[config.mk]
export PLATFORM = sky130hd
export DESIGN_NAME = convclk_ffwrarb
export DESIGN_NICKNAME = d
export VERILOG_FILES = /design/src/rtl/convclk_pkg.sv /design/src/rtl/convclk_rrpick.sv /design/src/rtl/convclk_ffwrarb.sv
export SDC_FILE = /design/constraint.sdc
export NUM_CORES = 1
export LEC_CHECK = 0
export BUFFER_PORTS_ARGS = -buffer_cell sky130_fd_sc_hd__buf_2
export CAP_MARGIN = 20
export CORE_MARGIN = 2
export CORE_UTILIZATION = 40
export CTS_CLUSTER_SIZE = 12
export DETAILED_ROUTE_END_ITERATION = 7
export PLACE_DENSITY = 0.89
export REMOVE_ABC_BUFFERS = 1
export SYNTH_ARGS = -nofsm -noshare
export SYNTH_HDL_FRONTEND = slang
export SYNTH_SLANG_ARGS = --single-unit
[constraint.sdc]
create_clock -name wrclk -period 5.89 [get_ports wrclk]
set_input_delay 0.589 -clock wrclk [delete_from_list [all_inputs] [get_ports wrclk]]
set_output_delay 0.589 -clock wrclk [all_outputs]
set_load 0.01 [all_outputs]
[src/rtl/convclk_pkg.sv]
// Shared definitions for the convclk FIFO write-side blocks:
// FSM state encoding and a constant-evaluable ceil(log2) helper.
package convclk_pkg;

  typedef enum logic [1:0] {
    IDLE  = 2'd0,
    GRANT = 2'd1,
    FLUSH = 2'd2
  } state_t;

  // ceil(log2(n)), never less than 1 so a 2-requester pointer is 1 bit wide
  function automatic int clog2(input int n);
    int r;
    r = 1;
    for (int i = 1; i < 31; i++) begin
      if ((1 << i) < n) r = i + 1;
    end
    return r;
  endfunction

endpackage

[src/rtl/convclk_rrpick.sv]
// Round-robin picker: rotates req so the requester after rrptr lands in
// bit 0, priority-encodes the rotated vector, then maps the winner back.
module convclk_rrpick #(
  parameter int NREQ = 4,
  parameter int PW   = 2
) (
  input  logic [NREQ-1:0] req,
  input  logic [PW-1:0]   rrptr,
  output logic [NREQ-1:0] pick,
  output logic [PW-1:0]   pickidx,
  output logic            anyreq
);

  logic [PW:0]       base;
  logic [2*NREQ-1:0] dbl_sh;
  logic [NREQ-1:0]   rot;
  int                off;
  int                idx;

  // Double-width rotate then lowest-set-bit priority encode
  always_comb begin
    base    = {1'b0, rrptr} + {{PW{1'b0}}, 1'b1};
    dbl_sh  = {req, req} >> base;
    rot     = dbl_sh[NREQ-1:0];
    anyreq  = |req;
    off     = 0;
    idx     = 0;
    pick    = '0;
    pickidx = '0;
    // scan downwards so the lowest set offset is the one that remains
    for (int k = NREQ - 1; k >= 0; k--) begin
      if (rot[k]) off = k;
    end
    idx = int'(base) + off;
    if (idx >= NREQ) idx = idx - NREQ;
    if (anyreq) begin
      pickidx = PW'(idx);
      for (int i = 0; i < NREQ; i++) begin
        pick[i] = (i == idx);
      end
    end
  end

endmodule

[src/rtl/convclk_ffwrarb.sv]
// Write-side arbiter for the dual-clock Gray-pointer FIFO.
// Shares one FIFO write port among NREQ requesters with round-robin
// arbitration and sequences the write-side flush.
// Build option: CONVCLK_FFWRARB_PKTLOCK_EN holds a grant for a whole
// packet (until an acked word with reqeop); without it every acked word
// releases the grant and reqeop is ignored.
module convclk_ffwrarb
  import convclk_pkg::*;
#(
  parameter int NREQ     = 4,
  parameter int DW       = 32,
  parameter int ADDRB    = 4,
  parameter int FLUSHCYC = 2
) (
  input  logic               wrclk,
  input  logic               wrrst_,
  input  logic [NREQ-1:0]    req,
  input  logic [NREQ*DW-1:0] reqdat,
  input  logic [NREQ-1:0]    reqeop,
  output logic [NREQ-1:0]    ack,
  input  logic               flushreq,
  output logic               flushdone,
  output logic               fifowr,
  output logic [DW-1:0]      fifodat,
  output logic               fifoflush,
  input  logic               fifofull,
  input  logic [ADDRB:0]     wrfifolen,
  output logic [NREQ-1:0]    gnt,
  output logic               busy
);

  localparam int PW = clog2(NREQ);

  state_t            state_q;
  logic [NREQ-1:0]   gnt_q;
  logic [PW-1:0]     rrptr_q;
  logic [3:0]        flushcnt_q;
  logic              flushpend_q;

  logic [NREQ-1:0]   pick;
  logic [PW-1:0]     pickidx;
  logic              anyreq;
  logic              cur_req;
  logic              grant_rel;
  logic              unused_in;

  convclk_rrpick #(
    .NREQ (NREQ),
    .PW   (PW)
  ) u_rrpick (
    .req     (req),
    .rrptr   (rrptr_q),
    .pick    (pick),
    .pickidx (pickidx),
    .anyreq  (anyreq)
  );

  // Zero-latency accept straight from the registered grant
  assign gnt     = gnt_q;
  assign ack     = gnt_q & req & {NREQ{~fifofull & (state_q == GRANT)}};
  assign fifowr  = |ack;
  assign cur_req = |(gnt_q & req);

`ifdef CONVCLK_FFWRARB_PKTLOCK_EN
  // Grant is held across the packet; a low req just stalls it
  assign grant_rel = fifowr & |(gnt_q & reqeop);
  assign unused_in = ^wrfifolen;
`else
  // Word-granular: any accepted word, or a requester that went quiet, releases
  assign grant_rel = fifowr | ~cur_req;
  assign unused_in = ^{wrfifolen, reqeop};
`endif

  assign fifoflush = (state_q == FLUSH);
  assign flushdone = (state_q == FLUSH) && (flushcnt_q == 4'(FLUSHCYC - 1));
  assign busy      = (state_q != IDLE);

  // Data mux selected by the one-hot grant; zero when nothing is granted
  always_comb begin
    fifodat = '0;
    for (int i = 0; i < NREQ; i++) begin
      if (gnt_q[i]) fifodat = reqdat[i*DW +: DW];
    end
  end

  // Arbitration / flush FSM; re-arbitrates on the release edge so grants abut
  always_ff @(posedge wrclk or negedge wrrst_) begin
    if (!wrrst_) begin
      state_q     <= IDLE;
      gnt_q       <= '0;
      rrptr_q     <= PW'(NREQ - 1);
      flushcnt_q  <= '0;
      flushpend_q <= 1'b0;
    end else begin
      case (state_q)
        IDLE: begin
          if (flushreq) begin
            state_q    <= FLUSH;
            flushcnt_q <= '0;
          end else if (anyreq) begin
            state_q <= GRANT;
            gnt_q   <= pick;
            rrptr_q <= pickidx;
          end
        end
        GRANT: begin
          if (grant_rel) begin
            if (flushreq || flushpend_q) begin
              state_q     <= FLUSH;
              gnt_q       <= '0;
              flushcnt_q  <= '0;
              flushpend_q <= 1'b0;
            end else if (anyreq) begin
              gnt_q   <= pick;
              rrptr_q <= pickidx;
            end else begin
              state_q <= IDLE;
              gnt_q   <= '0;
            end
          end else if (flushreq) begin
            flushpend_q <= 1'b1;
          end
        end
        FLUSH: begin
          // requests arriving here are absorbed by this flush
          if (flushdone) begin
            state_q <= IDLE;
          end else begin
            flushcnt_q <= flushcnt_q + 4'd1;
          end
        end
        default: begin
          state_q <= IDLE;
          gnt_q   <= '0;
        end
      endcase
    end
  end

endmodule

# Yosys cells after proc, flatten, opt, wreduce, memory -nomap -nowiden
# Index checks and enable logic that the tools add are counted.
# W data, S select, Z words.
word_totals:
  word_cells: 86
  ff_bits: 13
  out_inout_bits: 44
classes:
  n_bitwise: 7
  addsub: 4
  n_eq_ne: 17
  muxes: 35
  order_cmp: 1
  shifts: 1
  n_reduce_logical: 16
ops:
  columns: ["operator", "n"]
  rows:
  - ["$mux W32", 5]
  - ["$eq A3 B32 Y1 const A", 2]
  - ["$mux W4", 9]
  - ["$eq A2 B32 Y1 const A", 1]
  - ["$ge A32 B4 Y1 const B", 1]
  - ["$logic_not A32 Y1", 1]
  - ["$sub A32 B4 Y32 const B", 1]
  - ["$mux W2", 14]
  - ["$pmux W4 S3", 2]
  - ["$ne A2 B2 Y1 const B", 7]
  - ["$reduce_and A4 Y1", 3]
  - ["$reduce_or A4 Y1", 3]
  - ["$and A4 B4 Y4", 2]
  - ["$shr A8 B3 Y4", 1]
  - ["$pmux W2 S3", 1]
  - ["$reduce_bool A2 Y1", 3]
  - ["$reduce_and A5 Y1", 1]
  - ["$add A3 B2 Y4", 1]
  - ["$add A4 B1 Y4 const B", 1]
  - ["$eq A4 B1 Y1 const B", 1]
  - ["$ne A2 B1 Y1 const B", 2]
  - ["$pmux W2 S2", 1]
  - ["$add A2 B1 Y3 const B", 1]
  - ["$mux W1", 3]
  - ["other kinds (12)", 14]

# Logic depth before layout (Yosys ltp)
# Gate-level depths: netlist of the first run.
logic_depth:
  ltp_word: 14
  mapped_depth: 10
  mapped_depth_nobuf: 9

# By module
# A second synthesis of the first run with hierarchy kept.
hier_totals:
  hier_cells: 276
  area_unflattened_um2: 2033.2
by_module_without_submodules:
  columns: ["module", "n_inst", "area_each_um2", "cells_per_inst", "seq_area_each_um2"]
  rows:
  - ["convclk_ffwrarb", 1, 1700.4, 231, 327.8]
  - ["convclk_rrpick", 1, 332.8, 45, 0.0]

# Least setup slack after synthesis of the first run
# No wires, ideal clock.
synth_path:
  kind: "reg2reg"
  start: "register rrptr_q[0]"
  end: "register gnt_q[3] (netlist: gnt[3])"
  t_arrival_ps: 2293
  setup_time_ps: 125
  path_slack_ps: 3472
  synth_period_minus_slack_ps: 2418
  n_path_buf: 1
  path_stages_with_launch: 11
  path_cell_list: "dfstp_2 -> clkbuf_1 -> nor2b_1 -> o21ai_0 -> o221ai_1 -> a21oi_1 -> ha_1 -> inv_1 -> fa_1 -> nor3b_1 -> mux2_4"
synth_between:
  elab_chain_cells: 14
  elab_cells_between_ends: 17
  classes_between: "add/sub: 3; order compare: 1; eq/ne: 1; shift: 1; mux: 11"
synth_lines:
  columns: ["item", "line_no", "text"]
  rows:
  - ["start, declared", "convclk_ffwrarb.sv:36", "logic [PW-1:0] rrptr_q;"]
  - ["start signal, assigned", "convclk_ffwrarb.sv:91", "rrptr_q <= PW'(NREQ - 1);"]
  - ["start signal, assigned", "convclk_ffwrarb.sv:103", "rrptr_q <= pickidx;"]
  - ["start signal, assigned", "convclk_ffwrarb.sv:115", "rrptr_q <= pickidx;"]
  - ["$add A2 B1 Y3 (*)", "convclk_rrpick.sv:22", "base = {1'b0, rrptr} + {{PW{1'b0}}, 1'b1};"]
  - ["$shr A8 B3 Y4", "convclk_rrpick.sv:23", "dbl_sh = {req, req} >> base;"]
  - ["$mux W2 (4 in a row)", "convclk_rrpick.sv:32", "if (rot[k]) off = k;"]
  - ["$add A3 B2 Y4 (*)", "convclk_rrpick.sv:34", "idx = int'(base) + off;"]
  - ["$sub A32 B4 Y32 or $ge A32 B4 Y1 (tied branches)", "convclk_rrpick.sv:35", "if (idx >= NREQ) idx = idx - NREQ;"]
  - ["$mux W32 (*)", "convclk_rrpick.sv:35", null]
  - ["via pickidx[1]", "convclk_ffwrarb.sv:41", "logic [PW-1:0] pickidx;"]
  - ["$eq A3 B32 Y1 (*)", "convclk_rrpick.sv:39", "pick[i] = (i == idx);"]
  - ["$mux W4", "convclk_ffwrarb.sv:113", "end else if (anyreq) begin"]
  - ["$mux W4", "convclk_ffwrarb.sv:108", "if (flushreq || flushpend_q) begin"]
  - ["$mux W4", "convclk_ffwrarb.sv:107", "if (grant_rel) begin"]
  - ["$pmux W4 S3 (*)", "convclk_ffwrarb.sv:95", "case (state_q)"]
  - ["end signal, assigned", "convclk_ffwrarb.sv:102", "gnt_q <= pick;"]
  - ["end signal, assigned", "convclk_ffwrarb.sv:114", "gnt_q <= pick;"]
  - ["end, declared", "convclk_ffwrarb.sv:35", "logic [NREQ-1:0] gnt_q;"]
# Mark *: on every way through the listed nets, which the timed path passes. The rest lies on a longest branch. The select of a mux whose other input is x is not followed.
# A chain may end at the register's enable or synchronous reset.

# Worst setup path in the final report of the first run
layout_path:
  start: "register gnt_q[1] (netlist: gnt[1])"
  end: "output fifodat[12]"
layout_between:
  elab_chain_cells: 3
layout_lines:
  columns: ["item", "line_no", "text"]
  rows:
  - ["$mux W32 (3 in a row)", "convclk_ffwrarb.sv:82", "if (gnt_q[i]) fifodat = reqdat[i*DW +: DW];"]
  - ["end, declared", "convclk_ffwrarb.sv:24", "output logic [DW-1:0] fifodat,"]
# Every way passes these cells.

==> results.md, run 1 <==
- Worst path most repeated cell: buf_4
- WP data required: 5300 ps
- Initial antenna violation count: 0
- Cells after DPL: 465
- Count of different cell masters after synthesis: 44
- Commonest cells after routing, fill and taps aside: buf_2, nand2_1, nor2b_1, o31ai_1, a221oi_1
- Clk slew on worst S/H paths: 50 ps
- Latest clock arrival within the worst-skew pair: 240 ps
- # H-tree levels: 1
- Worst hold-check path type: primary input to async pin
- Kind of critical path: flip-flop to output pin
- Crit path DAT: 2260 ps
- Top delay family on crit path: buffers and inverters
- WP depth: 6
- Critical path cell sequence: buf_4 > nor2b_2 > buf_4 > a221oi_1 > o31ai_1 > buf_2
- Largest stage delay on the critical path: 560 ps
- Final WL: 7520 um
- # IOs: 189
- FF/Latch Area: 330 sq um
- Resize count post-CTS: 0
- Post-DR vias/cell: 5.64
- Routed length per instance: 16.0 um
- Clock sinks: 13
- Die H: 73.4 um
- Avg Inst Size Synth: 7.52 sq um
- Setup crit end kind: output pin
- Pin count of the biggest net entering global routing: 68
- R2r startpoint: rrptr_q[0]$_DFFE_PN1P_
- CP bufs+invs: 3
- Final hold violations: 0
- Outcome: completed
- Period utilization: 48.3%
- Fin nets: 566
- Share of cells above drive strength 1: 48.4%
- Max Slew Vio Count: 0
- Max Cap Violations: 0
- TritonCTS Buffers: 3
- Number of enable flip-flop cells after synthesis: 0
- Slowest CP cell: dfrtp_1
- Gate power share: 68.8%
- Final HPWL DP: 5910 um
- Fillers: 440
- Internal power: 523 uW
- Initial core utilization: 41.0%
- Worst Reg2Reg Path Length in Cells: 9
- Vias: 2649
- Max Clk Rate: 351 MHz
- Multi-input combinational cell area: 1460 sq um
- Gr ovfl total: 0
- Dominant synthesized flop cell: dfrtp_1
- RSZ-0062 raised after global routing: no
- Post-CTS Hold Buffers: 0
- VDD IR-drop max: 0.000299 V
- Antenna-violating nets left: 0
- Sequential fraction of the synthesis area: 17.0%
- Sw Pwr: 488 uW
- Total Routing Usage GR: 25.9%
- Initial DRC Count: 134
- Residual DRC: 0
- Core ar.: 4690 sq um
- End of the worst register-to-register path: gnt[3]$_DFFE_PN0P_
- CTS Root Cell: clkbuf_8
- Port bufs: 179
- Yosys warnings: 0
- Most common cell after layout, fill and taps aside: buf_2
- Startpoint class of the critical path: flip-flop
- CTS tree: built
- Non-Filler Instances: 470
- Reg2reg setup slack: 3420 ps
- Share of synthesized flip-flops with an asynchronous set or reset: 100%
- Syn Std Cell Area: 1920 sq um
- Flop pwr share: 23.4%
- First-pass detailed-route iteration total: 5
- Final setup fails: 0
- Synthesis-stage register bit count: 13
- Final Critical Period: 2850 ps
- Clock Power Share: 7.8%
- DIE AREA: 5380 sq um
- Site row count: 25
- Power Density: 356 nW/um^2
- First-pass GRT wire length: 11100 um
- Longest Clk Path Bufs: 2
- Worst Max-Slew Pin Slew: 1060 ps
- Max-slew headroom: 29.5%
- Die Width: 73.4 um
- Vias in the first global route: 2304
- Lkg Pwr: 0.00140 uW
- Critical path peak fanout: 31
- Synth-to-layout area growth: 47.7%
- Clock Skews: 1.28 ps
- # Post-CTS Setup Buffers: 0
- Switching power share of the total: 48.3%
- Routability Congestion: 0.903
- Total power: 1010 uW
- Post-synthesis cell count: 256
- Setup TNS: 0 ps
## layout make-up
type,count,area share [%]
Inverter,6,0.793
Multi-Input combinational cell,211,51.5
Timing Repair Buffer,181,32.1
Tap cell,54,2.38
Sequential cell,13,11.6
Antenna cell,1,0.0881
Clock buffer,4,1.59
## per-stage QoR
stage	area, sq um	utilization, %	setup WS [ps]	hold WS [ps]
2_1_floorplan	1810	-	2870	293
4_1_cts	2840	60.5	3030	238
3_3_place_gp	2790	59.5	3340	485
3_5_place_dp	2790	59.5	3300	496
6_report	2840	60.6	3040	226
5_1_grt	2840	60.5	2940	243
## synthesized netlist by cell type (2+ instances only)
library cell,n,share of area [%]
a22o_1,5,2.3
mux2i_1,2,1.0
dfstp_2,2,2.7
nor2_1,10,2.0
nor3b_1,3,1.2
nand2b_1,2,0.65
nand3b_1,3,1.2
o31ai_1,32,12
clkbuf_1,18,3.5
nor2b_1,33,11
and2_1,2,0.65
a21oi_1,7,1.8
buf_2,7,1.8
nand2_2,2,0.65
a221oi_1,31,14
mux2_4,4,3.1
ha_1,4,2.6
nand2_1,40,7.8
o21ai_0,4,1.0
inv_1,5,0.98
nor3_1,6,1.6
dfrtp_1,11,14
o22ai_1,2,0.65
## worst max path at each step
stage | slack, ps | from | end
5_1_grt | 2940 | gnt[1]$_DFFE_PN0P_ | fifodat[12]
3_3_place_gp | 3340 | gnt[1]$_DFFE_PN0P_ | fifodat[27]
2_1_floorplan | 2870 | gnt[1]$_DFFE_PN0P_ | fifodat[0]
3_5_place_dp | 3300 | gnt[1]$_DFFE_PN0P_ | fifodat[27]
6_report | 3040 | gnt[1]$_DFFE_PN0P_ | fifodat[12]
4_1_cts | 3030 | gnt[1]$_DFFE_PN0P_ | fifodat[12]
## flip-flops by register name, indices dropped and copies added (netlist names)
| signal | count |
|---|---|
| state_q | 2 |
| gnt | 4 |
| flushpend_q | 1 |
| flushcnt_q | 4 |
| rrptr_q | 2 |
## routing by layer
| metal | up-vias | global-route usage [%] | part of all wire (%) |
|---|---|---|---|
| met5 | - | 0 | 0 |
| met4 | 0 | 8.28 | 2.4 |
| met3 | 16 | 7.68 | 9.8 |
| met2 | 129 | 43.0 | 49 |
| met1 | 1213 | 32.0 | 38 |
| li1 | 1291 | - | - |
## worst reg2reg max path, cell delays in order (launching register included)
cell and delay [ps]:
dfstp_2 610, nor2b_1 260, o21ai_0 130, o221ai_1 190
a21oi_1 70, ha_1 180, inv_1 60, fa_1 450
nor3b_1 160, mux2_4 250
## cell families (layout without fill, tap and decap cells)
group,Yosys count,after routing,synth area share (%)
AND/OR/NAND/NOR,107,107,29.3
flip-flops,13,13,17.0
buffers and inverters,32,191,7.09
AO/OA/AOI/OAI,91,91,37.7
other,0,1,0
adder cells (fa/ha/maj),5,5,3.64
XOR/XNOR,1,1,0.455
multiplexers,7,7,4.75
## power by group through the flow
stage / sequential (uW) / combinational (uW) / clock, uW
floorplan: 215 / 442 / 0
CTS: 236 / 696 / 80.1
finish: 237 / 695 / 78.8
detailed placement: 237 / 693 / 0
global placement: 236 / 673 / 0
global route: 251 / 762 / 84.1
(Power assumes the default switching activity.)
==> run 2: changes to the inputs <==
--- a/config.mk
+++ b/config.mk
@@ -8,10 +8,10 @@
 export BUFFER_PORTS_ARGS = -buffer_cell sky130_fd_sc_hd__buf_2
 export CAP_MARGIN = 20
 export CORE_MARGIN = 2
-export CORE_UTILIZATION = 40
+export CORE_UTILIZATION = 37
 export CTS_CLUSTER_SIZE = 12
 export DETAILED_ROUTE_END_ITERATION = 7
-export PLACE_DENSITY = 0.89
+export PLACE_DENSITY = 0.83
 export REMOVE_ABC_BUFFERS = 1
 export SYNTH_ARGS = -nofsm -noshare
 export SYNTH_HDL_FRONTEND = slang
==> constraint.sdc (replaced) <==
create_clock -name wrclk -period 2.7 [get_ports wrclk]
set_input_delay 0.27 -clock wrclk [delete_from_list [all_inputs] [get_ports wrclk]]
set_output_delay 0.27 -clock wrclk [all_outputs]
set_load 0.01 [all_outputs]
==> results.md, run 2 (synthesis results as in run 1) <==
- Routed length per instance: 15.9 um (was 16.0 um)
- Cells after DPL: 483 (was 465)
- Gr ovfl total: 0 (unchanged)
- Site row count: 26 (was 25)
- Setup ws final: 243 ps (was 3040 ps)
- Latest clock arrival within the worst-skew pair: 240 ps (about the same)
- Max Clk Rate: 407 MHz
- Die H: 76.1 um (was 73.4 um)
- Antenna-violating nets left: 0 (unchanged)
- Lkg Pwr: 0.00141 uW (was 0.00140 uW)
- Post-CTS Hold Buffers: 1 (was 0)
- Max Cap Violations: 0 (unchanged)
- Critical path cell sequence: nor2b_1 > o21ai_0 > o221ai_1 > a21oi_1 > ha_1 > inv_1 > fa_1 > nor3b_1 > mux2_4 (was buf_4 > nor2b_2 > buf_4 > a221oi_1 > o31ai_1 > buf_2)
- Kind of critical path: flip-flop to flip-flop (was flip-flop to output pin)
- Vias in the first global route: 2407 (was 2304)
- Gate power share: 71.6% (was 68.8%)
- Flop pwr share: 20.7% (was 23.4%)
- CTS Root Cell: clkbuf_8 (unchanged)
- Core ar.: 5070 sq um (was 4690 sq um)
- Post-DR vias/cell: 5.48 (was 5.64)
- Clock Skews: 1.14 ps (was 1.28 ps)
- Most common cell after layout, fill and taps aside: buf_2 (unchanged)
- Die Width: 76.1 um (was 73.4 um)
- Setup TNS: 0 ps (unchanged)
- Fin nets: 569 (was 566)
- Post-Place Setup Slack: 275 ps (was 3300 ps)
- Period utilization: 91.0%
- RSZ-0062 raised after global routing: no (unchanged)
- Internal power: 1150 uW (was 523 uW)
- Power Density: 771 nW/um^2 (was 356 nW/um^2)
- Clock sinks: 13 (unchanged)
- Final HPWL DP: 6240 um (was 5910 um)
- Longest Clk Path Bufs: 2 (unchanged)
- Initial antenna violation count: 9 (was 0)
- Initial DRC Count: 107 (was 134)
- Share of cells above drive strength 1: 48.6% (was 48.4%)
- Synth-to-layout area growth: 50.4% (was 47.7%)
- Setup crit end kind: flip-flop (was output pin)
- Commonest cells after routing, fill and taps aside: buf_2, nand2_1, nor2b_1, o31ai_1, a221oi_1 (unchanged)
- Total power: 2230 uW (was 1010 uW)
- Routability Congestion: 0.960 (was 0.903)
- Fillers: 491 (was 440)
- Worst Max-Slew Pin Slew: 731 ps (was 1060 ps)
- Met2 wire length: 3560 um (was 3710 um)
- Non-Filler Instances: 492 (was 470)
- Initial core utilization: 37.9% (was 41.0%)
- Startpoint class of the critical path: flip-flop (unchanged)
- Met1 WL: 3060 um (was 2890 um)
- TritonCTS Buffers: 3 (unchanged)
- WP data required: 2820 ps (was 5300 ps)
- # Post-CTS Setup Buffers: 0 (unchanged)
- Max layer used: met5 (was met4)
- Clk slew on worst S/H paths: 60 ps (was 50 ps)
- Port bufs: 179 (unchanged)
- Critical path peak fanout: 9 (was 31)
- Largest stage delay on the critical path: 610 ps (was 560 ps)
- Worst hold-check path type: primary input to flip-flop (was primary input to async pin)
- Max Slew Vio Count: 0 (unchanged)
- Final hold violations: 0 (unchanged)
- # H-tree levels: 1 (unchanged)
- Vias: 2694 (was 2649)
- First-pass GRT wire length: 12100 um (was 11100 um)
- Total Routing Usage GR: 25.4% (was 25.9%)
- DIE AREA: 5790 sq um (was 5380 sq um)
- Crit path DAT: 2580 ps (was 2260 ps)
- Worst Reg2Reg Path Length in Cells: 9 (unchanged)
- Fin util: 57.0% (was 60.6%)
- CTS tree: built (unchanged)
- Slowest CP cell: dfstp_2 (was dfrtp_1)
- WL met3: 1030 um (was 739 um)
- Clock Power Share: 7.7% (was 7.8%)
- Switching power share of the total: 48.5% (was 48.3%)
- Pin count of the biggest net entering global routing: 52 (was 68)
- Residual DRC: 0 (unchanged)
- Sw Pwr: 1080 uW (was 488 uW)
- Final setup fails: 0 (unchanged)
- Max-slew headroom: 51.3% (was 29.5%)
- VDD IR-drop max: 0.000650 V (was 0.000299 V)
- First-pass detailed-route iteration total: 5 (unchanged)
- # IOs: 189 (unchanged)
- Hold Path Stages: 3
- Final Critical Period: 2460 ps
- Final WL: 7840 um (was 7520 um)
- Resize count post-CTS: 0 (unchanged)
- Outcome: completed (unchanged)
-- run 2: changes by cell type in the layout (fill, tap and decap cells not counted) --
cell / change
dlygate4sd3_1: +1
diode_2: +3
buf_4: +2
-- run 2: per-stage QoR --
step           instance area (sq um)  hold WS, ps
4_1_cts                         2880          328
2_1_floorplan                   1810        -25.6
3_3_place_gp                    2830          162
5_1_grt                         2890          374
3_5_place_dp                    2830          167
6_report                        2890          329
-- run 2: power groups by stage --
stage / logic (uW) / clock network (uW) / registers, uW
4_1_cts: 1600 / 173 / 459
5_1_grt: 1760 / 187 / 485
6_report: 1600 / 173 / 461
2_1_floorplan: 965 / 0 / 470
3_3_place_gp: 1540 / 0 / 456
3_5_place_dp: 1590 / 0 / 462
-- run 2: worst max-delay path: cells and delay by family, from the launching register on --
family	cells	cell delay, ps
muxes	1	250
AOI/OAI and AO/OA	3	370
and+or+nand+nor	2	400
DFF	1	610
buffers and inverters	1	70
adders and majority gates	2	640
-- run 2: final timing paths --
check                                        from                       to  slack (ps)
max in group asynchronous                  wrrst_   rrptr_q[0]$_DFFE_PN1P_        1990
setup reg to reg           rrptr_q[0]$_DFFE_PN1P_       gnt[3]$_DFFE_PN0P_         240
min in group asynchronous                  wrrst_   state_q[1]$_DFFE_PN0P_         440
setup / recovery           rrptr_q[0]$_DFFE_PN1P_       gnt[3]$_DFFE_PN0P_         240
hold reg to reg            rrptr_q[0]$_DFFE_PN1P_   rrptr_q[0]$_DFFE_PN1P_         560
hold / removal                           flushreq  flushpend_q$_DFFE_PN0P_         330
-- run 2: final cells by class --
| cell class | instances | area [sq um] | share of cell area [%] |
|---|---|---|---|
| inverters | 6 | 22.5 | 0.778 |
| diodes | 4 | 10.0 | 0.346 |
| clock buffers | 4 | 45.0 | 1.56 |
| repair buffers | 184 | 936 | 32.3 |
| well taps | 70 | 87.6 | 3.03 |
| flip-flops and latches | 13 | 330 | 11.4 |
| multi-input cells | 211 | 1460 | 50.5 |
-- run 2: per-layer routing --
metal  GRT usage, %  vias to the layer above
met4           5.45                       10
met1           30.9                     1215
li1               -                     1301
met2           41.3                      148
met5              0                        -
met3           11.7                       20
